--- config.mk ---
export PLATFORM = sky130hd
export DESIGN_NAME = cache_arbiter_flat
export DESIGN_NICKNAME = d
export VERILOG_FILES = /design/src/rtl/cache_ctrl_pkg.sv /design/src/rtl/cache_arbiter_if.sv /design/src/rtl/cache_arbiter_rr_select.sv /design/src/rtl/cache_arbiter.sv /design/src/flat_wrapper.sv
export SDC_FILE = /design/constraint.sdc
export NUM_CORES = 1
export LEC_CHECK = 0
export BUFFER_PORTS_ARGS = -buffer_cell sky130_fd_sc_hd__buf_4
export CORE_UTILIZATION = 41
export CTS_CLUSTER_SIZE = 14
export DETAILED_ROUTE_END_ITERATION = 12
export GPL_ROUTABILITY_DRIVEN = 0
export PLACE_DENSITY_LB_ADDON = 0.15
export SYNTH_ARGS = -nofsm -noshare
export SYNTH_HDL_FRONTEND = slang
export SYNTH_SLANG_ARGS = --single-unit
--- constraint.sdc ---
create_clock -name clk -period 1.92 [get_ports clk]
set_input_delay 0 -clock clk [delete_from_list [all_inputs] [get_ports clk]]
set_output_delay 0 -clock clk [all_outputs]
set_load 0.05 [all_outputs]
--- src/rtl/cache_ctrl_pkg.sv ---
// Shared definitions for the cache arbiter.
// State encoding, rw codes and timer sizing.
package cache_ctrl_pkg;

  typedef enum logic [1:0] {
    ST_IDLE  = 2'b00,
    ST_ISSUE = 2'b01,
    ST_WAIT  = 2'b10,
    ST_DONE  = 2'b11
  } state_t;

  localparam logic RW_READ  = 1'b1;
  localparam logic RW_WRITE = 1'b0;

  localparam int TIMER_W = 4;

endpackage

--- src/rtl/cache_arbiter_if.sv ---
// Requester and cache-side signals of the arbiter.
// slave = arbiter side, master = pipeline/cache side.
interface cache_arbiter_if #(
  parameter int a_width = 8,
  parameter int d_width = 8
);

  logic               req0;
  logic [a_width-1:0] addr0;
  logic               req1;
  logic [a_width-1:0] addr1;
  logic               rw1;
  logic [d_width-1:0] wdata1;
  logic               ack0;
  logic               ack1;
  logic               err0;
  logic               err1;
  logic [d_width-1:0] rdata;
  logic [a_width-1:0] cache_addr;
  logic               cache_rw;
  logic               cache_ce;
  logic [d_width-1:0] cache_wdata;
  logic [d_width-1:0] cache_rdata;
  logic               cache_odv;
  logic               busy;

  modport slave (
    input  req0, addr0, req1, addr1, rw1, wdata1,
    input  cache_rdata, cache_odv,
    output ack0, ack1, err0, err1, rdata,
    output cache_addr, cache_rw, cache_ce,
    output cache_wdata, busy
  );

  modport master (
    output req0, addr0, req1, addr1, rw1, wdata1,
    output cache_rdata, cache_odv,
    input  ack0, ack1, err0, err1, rdata,
    input  cache_addr, cache_rw, cache_ce,
    input  cache_wdata, busy
  );

endinterface

--- src/rtl/cache_arbiter_rr_select.sv ---
// Two-requester round-robin chooser.
// On a tie the port not granted last time wins.
module rr_select (
  input  logic req0,
  input  logic req1,
  input  logic last_grant,
  output logic gnt_valid,
  output logic gnt_id
);

  // pick the winner among the active requests
  always_comb begin
    gnt_valid = req0 | req1;
    gnt_id    = 1'b0;
    unique case (1'b1)
      (req0 && req1):  gnt_id = ~last_grant;
      (req1 && !req0): gnt_id = 1'b1;
      default:         gnt_id = 1'b0;
    endcase
  end

endmodule

--- src/rtl/cache_arbiter.sv ---
// Shares one cache between fetch (port 0) and data (port 1).
// One transaction at a time, round-robin on contention, timeout abort.
module cache_arbiter #(
  parameter int a_width = 8,
  parameter int d_width = 8,
  parameter int timeout = 15
) (
  input logic            clk,
  input logic            clr,
  cache_arbiter_if.slave bus
);

  import cache_ctrl_pkg::*;

  localparam logic [TIMER_W-1:0] T_LAST = TIMER_W'(timeout - 1);

  state_t               state;
  logic                 last_grant;
  logic                 gnt_q;
  logic [TIMER_W-1:0]   timer;
  logic [a_width-1:0]   addr_q;
  logic                 rw_q;
  logic                 ce_q;
  logic [d_width-1:0]   wdata_q;
  logic [d_width-1:0]   rdata_q;
  logic                 ack0_q;
  logic                 ack1_q;
  logic                 err0_q;
  logic                 err1_q;
  logic                 gnt_valid;
  logic                 gnt_id;

  rr_select u_rr (
    .req0       (bus.req0),
    .req1       (bus.req1),
    .last_grant (last_grant),
    .gnt_valid  (gnt_valid),
    .gnt_id     (gnt_id)
  );

  // transaction FSM with registered cache and handshake outputs
  always_ff @(posedge clk) begin
    if (!clr) begin
      state      <= ST_IDLE;
      last_grant <= 1'b1;
      gnt_q      <= 1'b0;
      timer      <= '0;
      addr_q     <= '0;
      rw_q       <= 1'b0;
      ce_q       <= 1'b0;
      wdata_q    <= '0;
      rdata_q    <= '0;
      ack0_q     <= 1'b0;
      ack1_q     <= 1'b0;
      err0_q     <= 1'b0;
      err1_q     <= 1'b0;
    end else begin
      ack0_q <= 1'b0;
      ack1_q <= 1'b0;
      err0_q <= 1'b0;
      err1_q <= 1'b0;
      unique case (state)
        ST_IDLE: begin
          if (gnt_valid) begin
            gnt_q   <= gnt_id;
            addr_q  <= gnt_id ? bus.addr1 : bus.addr0;
            rw_q    <= gnt_id ? bus.rw1 : RW_READ;
            wdata_q <= gnt_id ? bus.wdata1 : '0;
            ce_q    <= 1'b1;
            state   <= ST_ISSUE;
          end
        end
        ST_ISSUE: begin
          timer <= '0;
          state <= ST_WAIT;
        end
        ST_WAIT: begin
          if (bus.cache_odv) begin
            if (rw_q == RW_READ) rdata_q <= bus.cache_rdata;
            ce_q       <= 1'b0;
            ack0_q     <= ~gnt_q;
            ack1_q     <= gnt_q;
            last_grant <= gnt_q;
            state      <= ST_DONE;
          end else if (timer == T_LAST) begin
            ce_q       <= 1'b0;
            err0_q     <= ~gnt_q;
            err1_q     <= gnt_q;
            last_grant <= gnt_q;
            state      <= ST_DONE;
          end else begin
            timer <= timer + 1'b1;
          end
        end
        ST_DONE: begin
          state <= ST_IDLE;
        end
        default: state <= ST_IDLE;
      endcase
    end
  end

  assign bus.ack0        = ack0_q;
  assign bus.ack1        = ack1_q;
  assign bus.err0        = err0_q;
  assign bus.err1        = err1_q;
  assign bus.rdata       = rdata_q;
  assign bus.cache_addr  = addr_q;
  assign bus.cache_rw    = rw_q;
  assign bus.cache_ce    = ce_q;
  assign bus.cache_wdata = wdata_q;
  assign bus.busy        = (state != ST_IDLE);

endmodule

--- src/flat_wrapper.sv ---
// flat-port wrapper written by rule: the top's interface ports become plain ports
module cache_arbiter_flat import cache_ctrl_pkg::*;
#(
  parameter int a_width = 8,
  parameter int d_width = 8,
  parameter int timeout = 15
)
  (clk, clr, bus_req0, bus_addr0, bus_req1, bus_addr1, bus_rw1, bus_wdata1, bus_cache_rdata, bus_cache_odv, bus_ack0, bus_ack1, bus_err0, bus_err1, bus_rdata, bus_cache_addr, bus_cache_rw, bus_cache_ce, bus_cache_wdata, bus_busy);
  cache_arbiter_if #(.a_width(a_width), .d_width(d_width)) bus_i ();
  input logic clk;
  input logic clr;
  input wire logic [$bits(bus_i.req0)-1:0] bus_req0;
  input wire logic [$bits(bus_i.addr0)-1:0] bus_addr0;
  input wire logic [$bits(bus_i.req1)-1:0] bus_req1;
  input wire logic [$bits(bus_i.addr1)-1:0] bus_addr1;
  input wire logic [$bits(bus_i.rw1)-1:0] bus_rw1;
  input wire logic [$bits(bus_i.wdata1)-1:0] bus_wdata1;
  input wire logic [$bits(bus_i.cache_rdata)-1:0] bus_cache_rdata;
  input wire logic [$bits(bus_i.cache_odv)-1:0] bus_cache_odv;
  output wire logic [$bits(bus_i.ack0)-1:0] bus_ack0;
  output wire logic [$bits(bus_i.ack1)-1:0] bus_ack1;
  output wire logic [$bits(bus_i.err0)-1:0] bus_err0;
  output wire logic [$bits(bus_i.err1)-1:0] bus_err1;
  output wire logic [$bits(bus_i.rdata)-1:0] bus_rdata;
  output wire logic [$bits(bus_i.cache_addr)-1:0] bus_cache_addr;
  output wire logic [$bits(bus_i.cache_rw)-1:0] bus_cache_rw;
  output wire logic [$bits(bus_i.cache_ce)-1:0] bus_cache_ce;
  output wire logic [$bits(bus_i.cache_wdata)-1:0] bus_cache_wdata;
  output wire logic [$bits(bus_i.busy)-1:0] bus_busy;
  assign bus_i.req0 = bus_req0;
  assign bus_i.addr0 = bus_addr0;
  assign bus_i.req1 = bus_req1;
  assign bus_i.addr1 = bus_addr1;
  assign bus_i.rw1 = bus_rw1;
  assign bus_i.wdata1 = bus_wdata1;
  assign bus_i.cache_rdata = bus_cache_rdata;
  assign bus_i.cache_odv = bus_cache_odv;
  assign bus_ack0 = bus_i.ack0;
  assign bus_ack1 = bus_i.ack1;
  assign bus_err0 = bus_i.err0;
  assign bus_err1 = bus_i.err1;
  assign bus_rdata = bus_i.rdata;
  assign bus_cache_addr = bus_i.cache_addr;
  assign bus_cache_rw = bus_i.cache_rw;
  assign bus_cache_ce = bus_i.cache_ce;
  assign bus_cache_wdata = bus_i.cache_wdata;
  assign bus_busy = bus_i.busy;
  cache_arbiter #(.a_width(a_width), .d_width(d_width), .timeout(timeout)) u_core (.clk(clk), .clr(clr), .bus(bus_i));
endmodule
==> results.sh, run 1 <==
export IMPL_status="completed"
export IMPL_cts_made_buffers=5
export IMPL_cp_required_ps=2090
export IMPL_r2r_end="u_core.state[0]"
export IMPL_antenna_left=0
export IMPL_ys_warn_count=0
export IMPL_cp_max_fo=4
export IMPL_grt_pass1_vias=1498
export IMPL_cts_sinks=38
export IMPL_top_layer_used="met4"
export IMPL_drive_above_1_share_pct=34.7
export IMPL_max_freq_ghz=0.627
export IMPL_track_usage_pct=20.4
export IMPL_placed_cell_area_sq_mm=0.00211
export IMPL_holdWs_ps=3.40
export IMPL_start_util_pct=42.6
export IMPL_ff_latch_area_sq_um=761
export IMPL_rsz0062_at_grt="no"
export IMPL_synth_edf_count=0
export IMPL_clk_root_buffer_cell="clkbuf_8"
export IMPL_port_buffer_count=68
export IMPL_postCtsSetupBuffers=0
export IMPL_regToRegSetupSlack_ps=320
export IMPL_ir_worst_vdd_mv=1.31
export IMPL_utilization_pct=65.1
export IMPL_ioPinCount=69
export IMPL_synth_xor_area_share_pct=0
export IMPL_synth_main_ff_cell="dfxtp_1"
export IMPL_overflow=0
export IMPL_total_power_uw=2920
export IMPL_vias_per_cell=5.14
export IMPL_wirelength_mm=3.93
export IMPL_synth_top_family_by_area="compound AO/OA/AOI/OAI gates"
export IMPL_fin_crit_ps=1600
export IMPL_coreArea_sq_mm=0.00366
export IMPL_holdPathEnd="u_core.bus.cache_addr[1]"
export IMPL_setup_violations=0
export IMPL_design_area_sq_mm=0.00238
export IMPL_fin_skew_ps=5.53
export IMPL_synth_seq_cells=38
export IMPL_arrival_ps=1770
export IMPL_synth_simple_area_share_pct=12.3
export IMPL_h_tree_depth=2
export IMPL_rows=22
export IMPL_fin_setup_tns_ps=0
export IMPL_vias=1522
export IMPL_startpoint_type="register"
export IMPL_drv_cap=0
export IMPL_cp_end_kind="register"
export IMPL_hold_viol_final=0
export IMPL_die_w_um=63.7
export IMPL_grt_max_degree=23
export IMPL_antenna_found_initial=0
export IMPL_dpl_hpwl_mm=2.71
export IMPL_async_flop_share_pct=0
export IMPL_clk_pin_slew_ps=70
export IMPL_ys_seq_area_share_pct=48.8
export IMPL_grt_pass1_wl_mm=6.44
export IMPL_synth_area_per_cell_sq_um=9.81
export IMPL_ys_types=34
export IMPL_clockBufferDepth=2
export IMPL_fin_nets=290
export IMPL_holdPathStages=3
export IMPL_synthAdderAreaFrac_pct=4.01
export IMPL_avgRoutedWirePerCell_um=13.3
export IMPL_rr_startpoint="u_core.timer[0]"
export IMPL_worstSkewPairLatency_ps=280
export IMPL_cts_tree="yes"
export IMPL_report_final_slew_viol_count=0
export IMPL_slew_headroom_pct=53.9
export IMPL_antenna_cells=0
export IMPL_dieArea_sq_mm=0.00405
export IMPL_syn_num_nets=202
export IMPL_synth_area_sq_mm=0.00156
export IMPL_met1_length_mm=1.63
export IMPL_multiInputGateArea_sq_um=724
export IMPL_syn_inst=159
export IMPL_leakage_uw=0.00109
export IMPL_worstSetupPathType="register to register"
export IMPL_routed_wl_met2_mm=2.08
export IMPL_drt_pass1_iter_count=4
export IMPL_finalCritPeriodShare_pct=83.1
export IMPL_drc_errors=0
export IMPL_worstMarginPinSlew_ps=690
export IMPL_cts_resized=0
export IMPL_min_delay_start="bus_addr0[1]"
export IMPL_postCtsHoldBufs=18
export IMPL_r2r_cells=5
export IMPL_die_h_um=63.7
export IMPL_power_density_mw_per_mm2=1220
export IMPL_first_iter_violations=84
export IMPL_syn2layout_area_growth_pct=52.9
export IMPL_synthMuxAreaShare_pct=10.9
export IMPL_hold_path_class="input pin to register"
export IMPL_wl_met3_um=178
export IMPL_final_fill_count=295
export IMPL_synth_compound_area_share_pct=19.0
[metal layers]
| layer | global-route usage, % | vias up |
|---|---|---|
| li1 | - | 757 |
| met1 | 22.0 | 716 |
| met2 | 37.9 | 45 |
| met3 | 5.43 | 4 |
| met4 | 6.53 | 0 |
| met5 | 0 | - |
[cells by family after synthesis]
group / count (synthesis)
compound gates: 45
simple gates: 38
flops: 38
mux: 17
buf+inv: 16
fa+ha+maj: 5
[how the worst max path moves through the flow]
| stage | from | to | slack [ps] | cells past startpoint |
|---|---|---|---|---|
| detailed placement | u_core.timer[0] | u_core.state[0] | 330 | 5 |
| CTS | u_core.timer[0] | u_core.state[0] | 330 | 5 |
| floorplan | u_core.timer[0] | u_core.state[0] | 530 | 5 |
| global placement | u_core.timer[0] | u_core.state[0] | 430 | 5 |
| global route | u_core.timer[0] | u_core.state[0] | 230 | 5 |
| finish | u_core.timer[0] | u_core.state[0] | 320 | 5 |
[cell usage in the layout, fill, tap and decap left out, drive strengths merged, types with 2 or more instances in the layout]
| cell type | synthesis | layout |
|---|---|---|
| buf | 5 | 72 |
| dfxtp | 38 | 38 |
| a32oi | 8 | 8 |
| nand3 | 6 | 6 |
| mux2i | 17 | 17 |
| nor2 | 17 | 17 |
| inv | 7 | 7 |
| o221a | 2 | 2 |
| a21oi | 13 | 13 |
| dlygate4sd3 | 0 | 18 |
| clkbuf | 4 | 7 |
| nand2 | 6 | 6 |
| ha | 5 | 5 |
| o211ai | 4 | 4 |
| o21ai | 10 | 10 |
| a31oi | 3 | 3 |
[cells in the mapped netlist, drive strengths merged, types with 2 or more instances]
cell / n / area [sq um]
nand2: 6 / 22.5
nor2: 17 / 63.8
o221a: 2 / 22.5
mux2i: 17 / 170
nand3: 6 / 35.0
a21oi: 13 / 65.1
o211ai: 4 / 30.0
inv: 7 / 26.3
buf: 5 / 36.3
ha: 5 / 62.6
a31oi: 3 / 18.8
dfxtp: 38 / 761
clkbuf: 4 / 15.0
o21ai: 10 / 50.0
a32oi: 8 / 70.1
[power by group]
group | leakage [uW] | switching [uW] | internal [uW]
Sequential | 0.000310 | 88.8 | 933
Clock | 0.0000482 | 258 | 289
Combinational | 0.000729 | 888 | 460
Total | 0.00109 | 1240 | 1680
[critical path: stages, from the launching register on]
cell and delay, ps:
dfxtp_1 380, inv_1 80, ha_1 230, a31oi_1 340
a22oi_1 190, o221a_2 270
[flip-flops by register name, indices dropped and copies added, names as in the netlist]
signal and count:
u_core.bus.cache_addr 8, u_core.bus.cache_wdata 8, u_core.bus.rdata 8, u_core.timer 4
u_core.state 2, u_core.bus.ack0 1, u_core.bus.ack1 1, u_core.bus.cache_ce 1
u_core.bus.cache_rw 1, u_core.bus.err0 1, u_core.bus.err1 1, u_core.gnt_q 1
u_core.last_grant 1
[stage by stage]
stage | worst slack, ps | cells
2_1_floorplan | 527 | 159
3_3_place_gp | 429 | 270
3_5_place_dp | 335 | 270
4_1_cts | 330 | 296
5_1_grt | 230 | 296
6_report | 324 | 296
[final cells by class]
cell class / count / area share, %
Tap cell: 48 / 2.52
Inverter: 7 / 1.10
Sequential cell: 38 / 31.9
Timing Repair Buffer: 90 / 30.2
Multi-Input combinational cell: 105 / 30.4
Clock inverter: 1 / 0.210
Clock buffer: 7 / 3.62
No activity file was read; power rests on OpenSTA's default activity.
==> run 2, diff against run 1 <==
- ABC_AREA: not set -> 1
- clock period: 1.92 -> 1.5 ns (I/O delays scaled with it)
==> run 2 against run 1 <==
Via count grew 10%. Sequential power grew 30%. Sequential cell count is the same. Clock skew is essentially flat. Critical path depth grew 3. Worst hold slack gained 10 ps. Sequential share of layout area shrank 1.5 points.
==> results.sh, run 2 <==
export IMPL_fin_setup_tns_ps=0
export IMPL_synth_seq_cells=38
export IMPL_clockPowerShare_pct=18.2
export IMPL_track_usage_pct=20.8
export IMPL_synth_area_sq_mm=0.00159
export IMPL_synth_main_ff_cell="dfxtp_1"
export IMPL_clockBufferDepth=2
export IMPL_r2r_cells=8
export IMPL_vias_per_cell=4.76
export IMPL_worstMarginPinSlew_ps=272
export IMPL_fin_skew_ps=5.80
export IMPL_synth_edf_count=0
export IMPL_holdPathEnd="u_core.bus.rdata[4]"
export IMPL_final_common_cell="buf_4"
export IMPL_dieArea_sq_mm=0.00414
export IMPL_utilization_pct=68.0
export IMPL_holdPathStages=3
export IMPL_finalCritPeriodShare_pct=93.0
export IMPL_combPwrFrac_pct=46.4
export IMPL_drv_cap=0
export IMPL_ioPinCount=69
export IMPL_yosysMostFrequentCell="dfxtp_1"
export IMPL_rsz0062_at_grt="no"
export IMPL_hold_path_class="input pin to register"
export IMPL_p_seq_share_pct=35.5
export IMPL_drt_pass1_iter_count=6
export IMPL_cp_max_fo=6
export IMPL_p_sw_uw=1580
export IMPL_vias=1674
export IMPL_cts_tree="yes"
export IMPL_antenna_left=0
export IMPL_report_final_slew_viol_count=0
export IMPL_worstSetupPathType="register to register"
export IMPL_drive_above_1_share_pct=30.3
export IMPL_yosys_top_cells_count="38 x dfxtp_1, 36 x nand2_1, 30 x a21oi_1"
export IMPL_ys_seq_area_share_pct=47.7
export IMPL_final_cell_mix="72 x buf_4, 37 x dfxtp_1, 36 x nand2_1"
export IMPL_min_delay_start="bus_cache_rdata[4]"
export IMPL_yosysTopAreaCell="dfxtp_1"
export IMPL_clk_pin_slew_ps=70
export IMPL_placed_cell_area_sq_mm=0.00215
export IMPL_grt_max_degree=21
export IMPL_design_area_sq_mm=0.00251
export IMPL_worstSkewPairLatency_ps=290
export IMPL_synth_xor_area_share_pct=0
export IMPL_synth_simple_area_share_pct=17.9
export IMPL_holdWs_ps=13.5
export IMPL_startpoint_type="register"
export IMPL_cp_required_ps=1690
export IMPL_status="completed"
export IMPL_synthMuxAreaShare_pct=0
export IMPL_fin_nets=348
export IMPL_async_flop_share_pct=0
export IMPL_syn_inst=207
export IMPL_syn_num_nets=250
export IMPL_grt_pass1_wl_mm=6.58
export IMPL_rows=22
export IMPL_overflow=0
export IMPL_clk_root_buffer_cell="clkbuf_8"
export IMPL_coreArea_sq_mm=0.00369
export IMPL_rr_startpoint="u_core.state[0]"
export IMPL_die_w_um=64.4
export IMPL_synth_top_family_by_area="compound AO/OA/AOI/OAI gates"
export IMPL_ir_worst_vdd_mv=1.08
export IMPL_max_freq_ghz=0.717
export IMPL_wirelength_mm=3.90
export IMPL_grt_pass1_vias=1532
export IMPL_arrival_ps=1580
export IMPL_die_h_um=64.4
export IMPL_p_int_uw=2160
export IMPL_start_util_pct=43.2
export IMPL_total_power_uw=3740
export IMPL_cp_end_kind="register"
export IMPL_port_buffer_count=68
export IMPL_dpl_hpwl_mm=2.48
export IMPL_ys_warn_count=0
export IMPL_drc_errors=0
export IMPL_avgRoutedWirePerCell_um=11.1
export IMPL_leakage_uw=0.00115
export IMPL_synth_area_per_cell_sq_um=7.70
export IMPL_power_density_mw_per_mm2=1490
export IMPL_antenna_found_initial=0
export IMPL_synth_area_top_cells="dfxtp_1 48%, a21oi_1 9.4%, nand2_1 8.5%, o21ai_0 7.8%, inv_1 6.1%"
export IMPL_ys_types=27
export IMPL_setup_violations=0
export IMPL_fin_crit_ps=1390
export IMPL_h_tree_depth=2
export IMPL_synth_compound_area_share_pct=20.6
export IMPL_power_switching_share_pct=42.3
export IMPL_cts_made_buffers=5
export IMPL_cts_sinks=38
export IMPL_antenna_cells=0
export IMPL_hold_viol_final=0
export IMPL_yosys_area_top_type_share_pct=47.7
export IMPL_r2r_end="u_core.bus.cache_addr[1]"
export IMPL_synthAdderAreaFrac_pct=3.92
export IMPL_syn2layout_area_growth_pct=57.3
export IMPL_slew_headroom_pct=81.8
export IMPL_first_iter_violations=57
export IMPL_regToRegSetupSlack_ps=110
run 2: worst max-delay path by stage:
stage | from | end | slack, ps | cells after the start
2_1_floorplan | u_core.bus.cache_rw | u_core.bus.rdata[0] | 120 | 4
3_3_place_gp | u_core.state[0] | u_core.bus.cache_wdata[5] | 80 | 7
3_5_place_dp | u_core.state[0] | u_core.bus.cache_addr[5] | 2 | 7
4_1_cts | u_core.state[0] | u_core.timer[1] | 80 | 6
5_1_grt | u_core.timer[0] | u_core.timer[0] | 1 | 8
6_report | u_core.state[0] | u_core.bus.cache_addr[1] | 110 | 8
run 2: power by group through the flow:
stage	logic [uW]	clock network, uW	registers, uW
after global placement	1570	0	1340
after global routing	1860	748	1350
after detailed placement	1600	0	1340
after floorplan	591	0	1880
after CTS	1720	695	1320
final	1740	679	1330
run 2: critical path, stage by stage (launching register included):
cell	delay (ps)
dfxtp_1	330
inv_1	80
ha_1	220
inv_2	80
a21oi_4	150
buf_4	180
o21ai_0	90
a21oi_1	120
nor2_1	50
run 2: layout make-up:
class / instances / area [sq um]
fill: 324 / 1180
sequential: 38 / 762
timing repair buffer: 97 / 801
multi-input combinational: 131 / 679
inverter: 32 / 123
clock buffer: 6 / 82.6
tap: 48 / 60.1
run 2: logic make-up (layout without fill, tap and decap cells):
logic type | Yosys count | after routing
and+or+nand+nor | 66 | 66
DFF | 38 | 38
adders and majority gates | 5 | 5
AOI/OAI and AO/OA | 60 | 60
buffers and inverters | 38 | 135
run 2: metrics by stage:
stage,setup slack (ps),std cells
CTS,78.6,352
detailed placement,2.28,320
finish,106,352
floorplan,122,207
global route,1.31,352
global placement,80.3,320
run 2: what timing repair did:
action	in CTS	in global routing
setup buffers	2	0
hold endpoints to repair	25	0
gates resized for setup	0	4
hold buffers	24	0
setup endpoints to repair	3	8
run 2: metal layers:
| metal | vias to the layer above | part of all wire (%) | GRT usage, % |
|---|---|---|---|
| li1 | 870 | - | - |
| met2 | 56 | 46 | 33.9 |
| met5 | - | 0 | 0 |
| met3 | 10 | 6.1 | 5.54 |
| met1 | 738 | 45 | 24.2 |
| met4 | 0 | 2.5 | 12.2 |
